[config.mk]
export PLATFORM = sky130hd
export DESIGN_NAME = pipe_sel_reg
export DESIGN_NICKNAME = d
export VERILOG_FILES = /design/src/rtl/pipe_pkg.sv /design/src/rtl/mux_n.sv /design/src/rtl/pipe_sel_reg.sv
export SDC_FILE = /design/constraint.sdc
export NUM_CORES = 1
export LEC_CHECK = 0
export BUFFER_PORTS_ARGS = -buffer_cell sky130_fd_sc_hd__buf_2
export CAP_MARGIN = 20
export CORE_MARGIN = 2
export CORE_UTILIZATION = 45
export DETAILED_ROUTE_END_ITERATION = 16
export GPL_TIMING_DRIVEN = 0
export PLACE_DENSITY = 0.86
export SLEW_MARGIN = 20
export SYNTH_ARGS = -nofsm -noshare
export SYNTH_HDL_FRONTEND = slang
export SYNTH_SLANG_ARGS = --single-unit
[constraint.sdc]
create_clock -name clk -period 1.51 [get_ports clk]
set_clock_uncertainty 0.1 [all_clocks]
set_input_delay 0.0755 -clock clk [delete_from_list [all_inputs] [get_ports clk]]
set_output_delay 0.0755 -clock clk [all_outputs]
set_load 0.1 [all_outputs]
[src/rtl/pipe_pkg.sv]
// Shared definitions for the ID/EX operand selection datapath.
package pipe_pkg;

    localparam int WORD_W = 32;

    typedef enum int {
        SEL_RF    = 0,
        SEL_EXMEM = 1,
        SEL_MEMWB = 2,
        SEL_IMM   = 3
    } sel_e;

    function automatic int sel_width(input int n);
        return ($clog2(n) < 1) ? 1 : $clog2(n);
    endfunction

endpackage

[src/rtl/mux_n.sv]
// Combinational NUM_IN:1 word mux; out-of-range selects fall back to input 0.
module mux_n
    import pipe_pkg::*;
#(
    parameter  int WIDTH  = WORD_W,
    parameter  int NUM_IN = 4,
    localparam int SEL_W  = sel_width(NUM_IN)
) (
    input  logic [NUM_IN*WIDTH-1:0] in_data,
    input  logic [SEL_W-1:0]        sel,
    output logic [WIDTH-1:0]        out_data,
    output logic                    oor
);

    always_comb begin
        out_data = in_data[WIDTH-1:0];
        oor      = 1'b1;
        for (int k = 0; k < NUM_IN; k++) begin
            if (sel == SEL_W'(k)) begin
                out_data = in_data[k*WIDTH +: WIDTH];
                oor      = 1'b0;
            end
        end
    end

endmodule

[src/rtl/pipe_sel_reg.sv]
// Registered N-way operand selector at the ID/EX boundary.
// Optional forwarding-use counter enabled by PIPE_SEL_REG_FWD_CNT_EN.
module pipe_sel_reg
    import pipe_pkg::*;
#(
    parameter  int WIDTH  = WORD_W,
    parameter  int NUM_IN = 4,
    parameter  int CNT_W  = 16,
    localparam int SEL_W  = sel_width(NUM_IN)
) (
    input  logic                    clk,
    input  logic                    reset,
    input  logic [NUM_IN*WIDTH-1:0] in_data,
    input  logic [SEL_W-1:0]        sel,
    input  logic                    in_valid,
    input  logic                    stall,
    input  logic                    flush,
    output logic [WIDTH-1:0]        out_data,
    output logic                    out_valid,
    output logic [SEL_W-1:0]        out_sel,
    output logic                    sel_err
`ifdef PIPE_SEL_REG_FWD_CNT_EN
    ,
    output logic [CNT_W-1:0]        fwd_cnt
`endif
);

    if (WIDTH < 1 || NUM_IN < 2 || CNT_W < 1) begin : g_bad_cfg
        $error("pipe_sel_reg: invalid parameter set");
    end

    logic [WIDTH-1:0] mux_data;
    logic             mux_oor;
    logic             load;

    mux_n #(
        .WIDTH  (WIDTH),
        .NUM_IN (NUM_IN)
    ) u_mux (
        .in_data  (in_data),
        .sel      (sel),
        .out_data (mux_data),
        .oor      (mux_oor)
    );

    assign load = !flush && !stall;

    always_ff @(posedge clk or posedge reset) begin
        if (reset) begin
            out_data  <= '0;
            out_valid <= 1'b0;
            out_sel   <= '0;
            sel_err   <= 1'b0;
        end else if (flush) begin
            out_data  <= '0;
            out_valid <= 1'b0;
            out_sel   <= '0;
            sel_err   <= 1'b0;
        end else if (!stall) begin
            out_data  <= mux_data;
            out_valid <= in_valid;
            out_sel   <= mux_oor ? '0 : sel;
            sel_err   <= mux_oor;
        end
    end

`ifdef PIPE_SEL_REG_FWD_CNT_EN
    logic fwd_hit;

    // Only valid, in-range non-regfile selects count as forwarding uses.
    assign fwd_hit = load && in_valid && !mux_oor &&
                     (sel != SEL_W'(SEL_RF));

    always_ff @(posedge clk or posedge reset) begin
        if (reset) begin
            fwd_cnt <= '0;
        end else if (fwd_hit && (fwd_cnt != '1)) begin
            fwd_cnt <= fwd_cnt + 1'b1;
        end
    end
`endif

endmodule

==> flow_summary.yaml <==
die:
  die_area_um2: 6202
  ios: 171
  rows: 27
  die_x_um: 78.76
  start_util_pct: 46.24
  core_um2: 5439
  fp.dieH_um: 78.76
clock_network:
  path_clk_slew_ns: 0.07
  cts_setup_buffers: 0
  cts_buffer_depth: 2
  cts_htree_levels: 2
  cts_buffers: 5
  clk_latency_ns: 0.28
  cts_tree: "yes"
  cts.sink_count: 36
  cts-root-buf: "clkbuf_8"
sta:
  fin_ws_ns: 0.09325
  period_share_pct: 93.82
  rsz0062_at_grt: "false"
  finalHoldViolations: 0
  setup_tns_ns: 0
  tightest_slew_ns: 0.7415
  setup_viol: 0
  max_freq_ghz: 0.7058
  final.min_clock_period_ns: 1.417
  slew_viol_final: 0
  hold_ws_ns: 0.008907
  slew-limit-headroom_pct: 50.49
synthesis:
  netlist_instances: 197
  postSynthNetCount: 332
  syn_area_um2: 2515
  syn_area_per_cell_um2: 12.77
  ys_ff_latch: 36
  ys_warn_count: 0
  ys_seq_area_share_pct: 35.82
  ys_types: 15
setup_path:
  r2r_end: "out_data[18]$_DFFE_PP0P_"
  worstReg2RegStart: "out_data[18]$_DFFE_PP0P_"
  r2r_slack_ns: 0.65
  critical_path.cell_chain: "dlygate4sd3_1 > or3b_1 > buf_6 > buf_8 > o221ai_4"
  startpoint_type: "input pin"
  critPathMaxStageDelay_ns: 0.57
  cp_slowest_cell: "dlygate4sd3_1"
  end_kind: "flop"
  reg2reg_depth: 2
  setup.worst_path.class: "in -> reg"
  cp_max_fo: 10
  critPathArrivalTime_ns: 1.51
  cp_data_required_time_ns: 1.60
routing:
  vias: 2385
  wire_per_inst_um: 15.44
  wirelength_um: 6962
  postRouteAntennaNets: 0
  dr.pass1.iters: 4
  via_per_inst: 5.288
  drt_iter0_drc: 69
  drc: 0
placed_design:
  dpl_worst_slack_ns: 0.2032
  io_buffers: 169
  dp_hpwl_um: 5366
  gp_congestion: 0.7630
  place_inst: 438
final_layout:
  area_delta_synth_final_pct: 44.68
  final_nets: 513
  fin_cells: 451
  final_core_utilization_pct: 66.90
  layout_common_cells: "buf_2 (176), mux2i_1 (67), dfrtp_1 (36), nand3b_1 (32), o221ai_2 (29)"
  layout-drive-gt1-share_pct: 59.63
  antenna_cells: 0
  final_common_cell: "buf_2"
global_route:
  antenna_found_initial: 0
  grt_pass1_vias: 2429
  grt_pass1_wl_um: 10840
  track_usage_pct: 22.31
  gr-total-overflow: 0
  grt_max_degree: 37
hold_path:
  hp-class: "in -> reg"
  min_from: "in_data[2]"
  min_path_cells: 3
  hold_end: "out_data[2]$_DFFE_PP0P_"
flow_run:
  cap_violations: 0
outcome:
  outcome: "finished clean"
power_and_ir_drop:
  p_leak_uw: 0.001942
  ir_drop_uv: 434.0
  power.density_nw_per_um2: 851.1
## synth_stat cells (all sizes together)
cell / n / share of area [%]
mux2i: 67 / 27
o221ai: 32 / 19
dfrtp: 36 / 36
and3b: 1 / 0.35
or3: 1 / 0.45
inv: 1 / 0.15
or3b: 1 / 0.35
nand3b: 32 / 9.6
buf: 19 / 7.0
nor2: 3 / 0.45
clkbuf: 4 / 0.60
## registers in the layout, summed over array words and instances (netlist names)
signal     cells
sel_err        1
out_valid      1
out_data      32
out_sel        2
## per-stage QoR
step | total power (uW) | cell area [um2]
after floorplan | 1952 | 2515
after global placement | 2257 | 3451
after detailed placement | 2273 | 3451
after CTS | 3120 | 3618
after global routing | 3232 | 3638
final | 3097 | 3638
## worst max-delay path, delay by kind of cell
| kind | cells | cell delay [ns] |
|---|---|---|
| and+or+nand+nor | 1 | 0.37 |
| AOI/OAI and AO/OA | 1 | 0.19 |
| buffers and inverters | 3 | 0.87 |
## how the worst max path moves through the flow
stage,start,endpoint,slack [ns]
finish,sel[0],out_data[18]$_DFFE_PP0P_,0.09
global route,sel[0],out_data[18]$_DFFE_PP0P_,0.03
CTS,sel[0],out_data[10]$_DFFE_PP0P_,0.02
detailed placement,stall,out_data[18]$_DFFE_PP0P_,0.20
global placement,reset,out_valid$_DFFE_PP0P_,0.04
floorplan,out_sel[0]$_DFFE_PP0P_,out_sel[0]$_DFFE_PP0P_,0.18
## final cells by class
type | count | area [um2]
Sequential cell | 36 | 900.9
Inverter | 1 | 3.754
Clock inverter | 2 | 35.03
Clock buffer | 6 | 72.57
Timing Repair Buffer | 174 | 900.9
Multi-Input combinational cell | 137 | 1430
Fill cell | 432 | 1800
Tap cell | 72 | 90.09
Buffer | 23 | 205.2
## layer usage
layer	routed length, um	global-route usage (%)	share of wire (%)	up-vias
met1	2731	25.89	39	1117
met2	3507	40.68	50	122
met3	622	5.568	8.9	12
li1	-	-	-	1134
met4	100	6.140	1.4	0
met5	0	0	0	-
## cell families after synthesis
kind of cell	Yosys count	synth area share, %
and+or+nand+nor	38	11.14
AOI/OAI and AO/OA	32	18.61
DFF	36	35.82
muxes	67	26.67
buffers and inverters	24	7.761
## timing repair
item | CTS | global route
hold endpoints to repair | 41 | 0
hold buffers | 6 | 0
setup endpoints to repair | 0 | 25
resized for setup | 0 | 6
## report_power, final
group | internal [uW] | switching, uW | leakage (uW) | total, uW
Sequential | 1030 | 37.0 | 0.000480 | 1070
Combinational | 374 | 825 | 0.00141 | 1200
Clock | 490 | 338 | 0.0000552 | 828
(Power assumes the default switching activity.)
